===== config.mk =====
export PLATFORM = sky130hd
export DESIGN_NAME = fir_seq_filter
export DESIGN_NICKNAME = d
export VERILOG_FILES = /design/src/rtl/fir_seq_filter.sv
export SDC_FILE = /design/constraint.sdc
export NUM_CORES = 2
export LEC_CHECK = 0
export BUFFER_PORTS_ARGS = -buffer_cell sky130_fd_sc_hd__buf_2
export CAP_MARGIN = 20
export CORE_MARGIN = 5
export CORE_UTILIZATION = 45
export DETAILED_ROUTE_END_ITERATION = 7
export GPL_TIMING_DRIVEN = 0
export PLACE_DENSITY = 0.6
export SLEW_MARGIN = 20
export SYNTH_ARGS = -nofsm -noshare
export SYNTH_HDL_FRONTEND = slang
export SYNTH_SLANG_ARGS = --single-unit
export TNS_END_PERCENT = 30

===== constraint.sdc =====
create_clock -name clk -period 8.9 [get_ports clk]
set_input_delay 0.445 -clock clk [delete_from_list [all_inputs] [get_ports clk]]
set_output_delay 0.445 -clock clk [all_outputs]
set_load 0.02 [all_outputs]

===== src/rtl/fir_seq_filter.sv =====
// fir_seq_filter: sequential FIR filter with a single time-multiplexed signed MAC.
// Keeps an NTAPS-deep window of signed samples (window[0] newest), reads coefficients
// from an external synchronous ROM with one cycle of read latency, and scales the
// accumulator by a runtime arithmetic right shift before formatting to OUT_W bits.
// Build option: define FIR_SAT_EN to saturate the output; otherwise it wraps.
module fir_seq_filter #(
    parameter int IN_W   = 24,
    parameter int DATA_W = 16,
    parameter int COEF_W = 16,
    parameter int NTAPS  = 16,
    parameter int OUT_W  = 16
) (
    input  logic                       clk,
    input  logic                       reset,
    input  logic                       sample_valid_i,
    input  logic [IN_W-1:0]            sample_i,
    output logic                       ready_o,
    output logic                       busy_o,
    output logic [$clog2(NTAPS)-1:0]   coef_addr_o,
    input  logic [COEF_W-1:0]          coef_data_i,
    input  logic [5:0]                 gain_i,
    input  logic                       ovr_clr_i,
    output logic                       out_valid_o,
    output logic [OUT_W-1:0]           out_o,
    output logic                       overrun_o
);

    localparam int AW     = $clog2(NTAPS);
    localparam int PROD_W = DATA_W + COEF_W;
    localparam int ACC_W  = PROD_W + $clog2(NTAPS);

    typedef enum logic [1:0] {
        S_IDLE,
        S_RUN,
        S_DRAIN,
        S_OUT
    } state_t;

    state_t                     state;
    state_t                     state_nxt;
    logic                       accept;
    logic                       last_addr;
    logic                       overrun_evt;
    logic                       sample_valid_q;
    logic                       mac_en;
    logic [AW-1:0]              mac_idx;
    logic signed [DATA_W-1:0]   window [NTAPS];
    logic signed [ACC_W-1:0]    acc;
    logic signed [PROD_W-1:0]   prod;
    logic signed [ACC_W-1:0]    acc_sh;
    logic [OUT_W-1:0]           out_fmt;
    logic                       unused_bits;

    assign ready_o   = (state == S_IDLE);
    assign busy_o    = ~ready_o;
    assign last_addr = (coef_addr_o == AW'(NTAPS - 1));

    // A held strobe is one pending request that is served once the filter is idle;
    // only a fresh strobe (low on the previous edge) arriving while busy is a drop.
    assign overrun_evt = sample_valid_i & ~sample_valid_q & busy_o;

    // Product of the coefficient returned this cycle and the tap addressed one cycle ago.
    assign prod   = $signed(coef_data_i) * window[mac_idx];
    assign acc_sh = acc >>> gain_i;

    // State register.
    always_ff @(posedge clk or posedge reset) begin
        if (reset) begin
            state <= S_IDLE;
        end else begin
            // NOTE: sequential state uses non-blocking assignments so every register
            // samples pre-edge values regardless of statement order.
            state <= state_nxt;
        end
    end

    // Next-state decode: IDLE -> RUN -> DRAIN -> OUT -> IDLE.
    always_comb begin
        // NOTE: defaults first so no path through the case leaves a signal unassigned
        // (which would infer a latch).
        state_nxt = state;
        accept    = 1'b0;
        case (state)
            S_IDLE: begin
                if (sample_valid_i) begin
                    accept    = 1'b1;
                    state_nxt = S_RUN;
                end
            end
            S_RUN:   if (last_addr) state_nxt = S_DRAIN;
            S_DRAIN: state_nxt = S_OUT;
            S_OUT:   state_nxt = S_IDLE;
            default: state_nxt = S_IDLE;
        endcase
    end

    // Output formatting of the shifted accumulator.
    always_comb begin
        out_fmt = acc_sh[OUT_W-1:0];
`ifdef FIR_SAT_EN
        if (acc_sh[ACC_W-1:OUT_W-1] != {(ACC_W-OUT_W+1){acc_sh[ACC_W-1]}}) begin
            out_fmt = acc_sh[ACC_W-1] ? {1'b1, {(OUT_W-1){1'b0}}}
                                      : {1'b0, {(OUT_W-1){1'b1}}};
        end
`endif
    end

    // Bits of the raw sample and shifted accumulator that never reach an output.
    generate
        if (IN_W > DATA_W) begin : g_low_bits
`ifdef FIR_SAT_EN
            assign unused_bits = ^sample_i[IN_W-DATA_W-1:0];
`else
            assign unused_bits = ^sample_i[IN_W-DATA_W-1:0] ^ ^acc_sh[ACC_W-1:OUT_W];
`endif
        end else begin : g_no_low_bits
`ifdef FIR_SAT_EN
            assign unused_bits = 1'b0;
`else
            assign unused_bits = ^acc_sh[ACC_W-1:OUT_W];
`endif
        end
    endgenerate

    // Datapath: window shift, coefficient addressing, MAC pipeline, output and overrun flag.
    always_ff @(posedge clk or posedge reset) begin
        if (reset) begin
            // NOTE: the window is a register array, not RAM, and its contents are
            // visible in the next outputs, so it is cleared with the rest of the state.
            for (int k = 0; k < NTAPS; k++) window[k] <= '0;
            acc            <= '0;
            coef_addr_o    <= '0;
            mac_en         <= 1'b0;
            mac_idx        <= '0;
            out_o          <= '0;
            out_valid_o    <= 1'b0;
            overrun_o      <= 1'b0;
            sample_valid_q <= 1'b0;
        end else begin
            sample_valid_q <= sample_valid_i;
            out_valid_o    <= 1'b0;

            if (accept) begin
                for (int k = NTAPS - 1; k > 0; k--) window[k] <= window[k-1];
                window[0]   <= $signed(sample_i[IN_W-1 -: DATA_W]);
                coef_addr_o <= '0;
            end else if (state == S_RUN && !last_addr) begin
                coef_addr_o <= coef_addr_o + AW'(1);
            end

            // Delay the tap index by one cycle to line up with the ROM read data.
            mac_en  <= (state == S_RUN);
            mac_idx <= coef_addr_o;

            if (accept) begin
                acc <= '0;
            end else if (mac_en) begin
                acc <= acc + {{(ACC_W-PROD_W){prod[PROD_W-1]}}, prod};
            end

            if (state == S_OUT) begin
                out_o       <= out_fmt;
                out_valid_o <= 1'b1;
            end

            // A new overrun outranks a simultaneous clear.
            if (overrun_evt) begin
                overrun_o <= 1'b1;
            end else if (ovr_clr_i) begin
                overrun_o <= 1'b0;
            end
        end
    end

endmodule


== After elaboration in Yosys (flattened, before gate mapping) ==
Index checks and enable logic that the tools add are counted.
Word-level totals
  memory bits (read-only): 0
  register bits: 322
  input port bits: 50
  memories: 0
  bits in writable memories: 0
  output and inout bits: 24
  latch bits: 0
  logic and storage cells: 63
Operators by class
  shift-type cells: 1
  magnitude comparators: 1
  equal/unequal tests: 6
  divide/modulo/power cells: 0
  bitwise gates (word level): 5
  add/subtract/negate cells: 2
  multiplexer cells: 15
  reduce and logical (&&, ||, !) cells: 7
  multipliers: 1
Operators by type and width (count)
  $mux W36: 2
  $bmux W16 S4: 1
  $add A36 B36 Y36: 1
  $sshr A36 B6 Y16: 1
  $mul A16 B16 Y32: 1
  $mux W16: 2
  $mux W4: 2
  $pmux W2 S4: 1
  $reduce_bool A2 Y1: 3
  $ge A5 B5 Y1 const B: 1
  $mux W1: 5
  $not A4 Y5: 1
  $add A4 B1 Y4 const B: 1
  $eq A2 B2 Y1 const B: 2
  $eq A4 B4 Y1 const B: 1
  $mux W2: 2
  $ne A2 B2 Y1 const B: 2
  $and A1 B1 Y1: 2
  $eq A2 B1 Y1 const B: 1
  $logic_not A2 Y1: 1
  $not A1 Y1: 2
  $reduce_and A2 Y1: 1
  $logic_and A1 B1 Y1: 1
  $logic_not A1 Y1: 1

== Logic depth before layout (Yosys ltp) ==
  depth after elaboration: 8
  depth in mapped cells: 39
  depth with buffers taken out: 35

== Worst setup path after synthesis ==
OpenSTA, ideal clock, no wires.
  path type: reg2reg
  start: register mac_idx[0]
  end: register acc[35]
  period minus slack after synthesis: 9.169 ns
  buffers on the path: 5
  path slack: -0.269 ns
  cell stages (with the launch flop): 37
  data arrival time: 9.090 ns
  data required time: 8.821 ns
  library setup time: 0.079 ns
  cells stage by stage: dfrtp_1 -> buf_4 -> buf_6 -> buf_4 -> buf_2 -> mux4_2 -> mux4_2 -> clkbuf_1 -> and2_1 -> fa_1 -> inv_1 -> fa_1 -> fa_1 -> fa_1 -> inv_1 -> fa_1 -> inv_1 -> fa_1 -> inv_1 -> ha_1 -> a2111o_1 -> a211oi_2 -> o32ai_2 -> a311oi_2 -> a21oi_2 -> a21o_2 -> a21oi_1 -> xnor2_1 -> ha_1 -> and3_1 -> and2_1 -> and3_1 -> a21bo_1 -> o41ai_2 -> nor3_2 -> nor3b_2 -> mux2i_1
Between the ends
  longest elaborated chain between the ends: 8
RTL lines
  start: declaration: line 46  | logic [AW-1:0] mac_idx;
  start signal: assignment: line 153  | mac_idx <= coef_addr_o;
  $not A4 Y5 (not written as such): line 63  | assign prod = $signed(coef_data_i) * window[mac_idx];
  $bmux W16 S4: line 63
  $mux W16 (not written as such) (2 in series): line 63
  $mul A16 B16 Y32: line 63
  $add A36 B36 Y36: line 158  | acc <= acc + {{(ACC_W-PROD_W){prod[PROD_W-1]}}, prod};
  $mux W36: line 157  | end else if (mac_en) begin
  $mux W36: line 155  | if (accept) begin
  end signal: assignment: line 158
  end: declaration: line 48  | logic signed [ACC_W-1:0] acc;
No other way between the ends. The select of a mux whose other input is x is not followed.
A chain may end at the register's enable or synchronous reset.

== Worst setup path after layout ==
  start: register mac_idx[0]
  end: register acc[33]
Same word-level chain as after synthesis.

==> metrics.yaml <==
worst_setup_path:
  r2r-end: "acc[33]"
  end_kind: "flip-flop"
  crit_type: "flip-flop to flip-flop"
  path_max_fanout: 6
  cp_slowest_cell: "mux4_2"
  rr_startpoint: "mac_idx[0]"
  cp-startpoint: "mac_idx[0]"
  slowest_delay_ps: 660
  cp-endpoint: "acc[33]"
  cp.required_ps: 9290
  critPathArrivalTime_ps: 9900
  crit_path_frequent_cell: "fa_1"
  start_kind: "flip-flop"
  reg2reg_slack_ps: -610
  reg2regPathDepth: 37
sta:
  fmax_mhz: 105.2
  hold_viol: 0
  rsz0062_at_grt: "true"
  fin_skew_ps: 32.46
  period_minus_slack_ps: 9508
  finalMaxSlewViolations: 0
  setup_viol: 16
  maxSlewHeadroom: 0.3556
  tightest_slew_ps: 963.1
  final.setup.worst_slack_ps: -607.8
  fin_crit_sh: 1.068
global_routing:
  grt_pass1_wl_mm: 124.8
  track_usage: 0.2368
  first_global_vias: 22640
  antenna_found_initial: 3
  overflow: 0
  grt_max_degree: 35
placed_design:
  numPortBuffers: 62
  dp_hpwl_mm: 59.51
  place.gp.congestion: 0.9099
  dp.cells: 3795
route:
  routed_wl_mm: 77.44
  ant_nets: 0
  drt_iter0_drc: 1387
  drc: 0
  wl_per_cell_um: 19.76
  vias_per_cell: 5.466
  vias: 21430
  first_pass_iters: 7
final_layout:
  finalNonFillerCells: 3920
  nNetsFinal: 3545
  syn_to_final_growth_pct: 14.59
  layout-drive-gt1-share: 0.1393
worst_hold_path:
  worst_hold_path_type: "input pin to asynchronous set/reset pin"
synth:
  synth_nets: 3376
  synth_top_cell_by_area: "dfrtp_1"
  synth_compound_area_frac: 0.07273
  synthCells: 2941
  synth.area.mux_share: 0.1043
  synth_top_family_by_area: "adder cells"
  synth_common_cells: "nand2_1, inv_1, dfrtp_1"
  synth_simple_gate_area_frac: 0.1904
  synth_adder_area_share: 0.2494
  synth_ff_type: "dfrtp_1"
  syn_area_per_cell_um2: 9.260
  synth_top_area_share: 0.2959
  synth_edf_count: 0
  synth_area_leaders: "dfrtp_1, fa_1, nand2_1"
  syn_area_um2: 27230
  synthXorXnorAreaFrac: 0.01962
  synth.most_common_cell: "nand2_1"
  ys_async_sr_fraction: 1.000
  yosysWarnings: 0
  synthDistinctLibCells: 75
  yosysSeqAreaShare: 0.2959
  synth_seq_cells: 322
die:
  start_util: 0.4529
  die_y_um: 256.0
  coreArea_um2: 60130
  io_pins: 74
  num_rows: 90
  die_w_um: 256.0
  die-area_um2: 65540
clock_tree:
  ctsRootBufferMaster: "clkbuf_16"
  cts.clk_slew.worst_paths_ps: 60
  clock_path_buffers: 3
  htreeDepth: 2
  clk_latency_ps: 560
  cts_sinks: 322
  cts_tree: "done"
  cts_buffers: 36
outcome:
  violations: "setup timing"
  status: "finished, violations left"
flow_run:
  drv_cap: 0
-- cells by family after synthesis --
logic type                 after synthesis
buffers and inverters                  476
DFF                                    322
and+or+nand+nor                       1234
muxes                                  168
xor gates and xnor gates                61
AOI/OAI and AO/OA                      295
adders and majority gates              385
-- per-layer routing --
metal | vias up | GRT usage | share of wire
li1 | 9745 | - | -
met1 | 10910 | 0.3122 | 0.41
met2 | 603 | 0.4062 | 0.50
met3 | 168 | 0.02910 | 0.055
met4 | 0 | 0.08441 | 0.039
met5 | - | 0 | 0
-- per-stage QoR --
step           area, µm²  setup TNS, ps  hold slack [ps]  worst slack, ps    util
6_report           31210          -6124            15.12           -607.8  0.5190
5_1_grt            31210         -10670            18.50           -856.0  0.5190
4_1_cts            30920          -6077            2.478           -663.2  0.5142
3_5_place_dp       28740         -27780            427.5            -2045  0.4779
3_3_place_gp       28530         -31540            415.8            -2435  0.4744
2_1_floorplan      27240         -558.8            408.8           -269.5       -
-- worst max-delay path, delay by kind of cell (launching register included) --
kind,cells,cell delay (ps)
compound gates,11,2180
xor+xnor,2,330
fa+ha+maj,8,3540
buf+inv,11,1270
flops,1,370
mux,2,1210
simple gates,3,450
-- cell usage in the layout (no fill, tap or decap), types with 9 or more instances in the layout --
master | netlist | routed
mux4_2 | 90 | 90
clkbuf_1 | 105 | 105
clkbuf_16 | 0 | 38
buf_6 | 2 | 9
buf_2 | 21 | 73
o211ai_1 | 18 | 18
buf_12 | 0 | 21
mux2i_1 | 55 | 55
a21oi_2 | 5 | 18
and2_1 | 139 | 136
buf_4 | 4 | 55
a21o_1 | 32 | 32
mux2_2 | 22 | 22
inv_1 | 331 | 325
nand3_1 | 16 | 15
a21oi_1 | 75 | 60
ha_1 | 122 | 111
nor2_1 | 95 | 90
clkbuf_8 | 0 | 10
fa_1 | 263 | 261
nand2b_1 | 16 | 16
nand2_1 | 917 | 915
xor2_1 | 21 | 21
xnor2_1 | 40 | 38
a211oi_1 | 20 | 17
o21ai_0 | 70 | 63
dfrtp_1 | 322 | 322
buf_1 | 12 | 11
-- repair_timing --
item | 4_1_cts | 5_1_grt
gates cloned | 1 | 0
hold buffers | 0 | 0
gates resized for setup | 106 | 51
buffers inserted | 52 | 7
pin swaps | 52 | 37
setup endpoints to repair | 23 | 20
-- worst min path at each step --
stage,cells after the start,slack (ps),start,to
3_3_place_gp,1,420,sample_valid_q,overrun_o
4_1_cts,2,2,reset,sample_valid_q
2_1_floorplan,1,410,sample_valid_q,overrun_o
3_5_place_dp,1,430,sample_valid_q,overrun_o
5_1_grt,1,20,sample_valid_i,sample_valid_q
6_report,2,20,reset,sample_valid_q
-- sequential cells by signal, summed over array words and instances, names as in the netlist --
name / count
window: 256
sample_valid_q: 1
out_valid_o: 1
out_o: 16
state: 2
overrun_o: 1
mac_idx: 4
acc: 36
coef_addr_o: 4
mac_en: 1
-- cell type report --
class / instances / area [µm²]
fillers: 5555 / 28930
multi-input cells: 2143 / 17790
flip-flops and latches: 322 / 8058
inverters: 332 / 1254
clock buffers: 53 / 1066
repair buffers: 132 / 1066
well taps: 782 / 978.4
plain buffers: 143 / 794.5
clock inverters: 11 / 191.4
diodes: 2 / 5.005
Power is left out: the tool's default activity adds up to more than one toggle a clock period on the data nets, which glitch-free logic cannot reach.
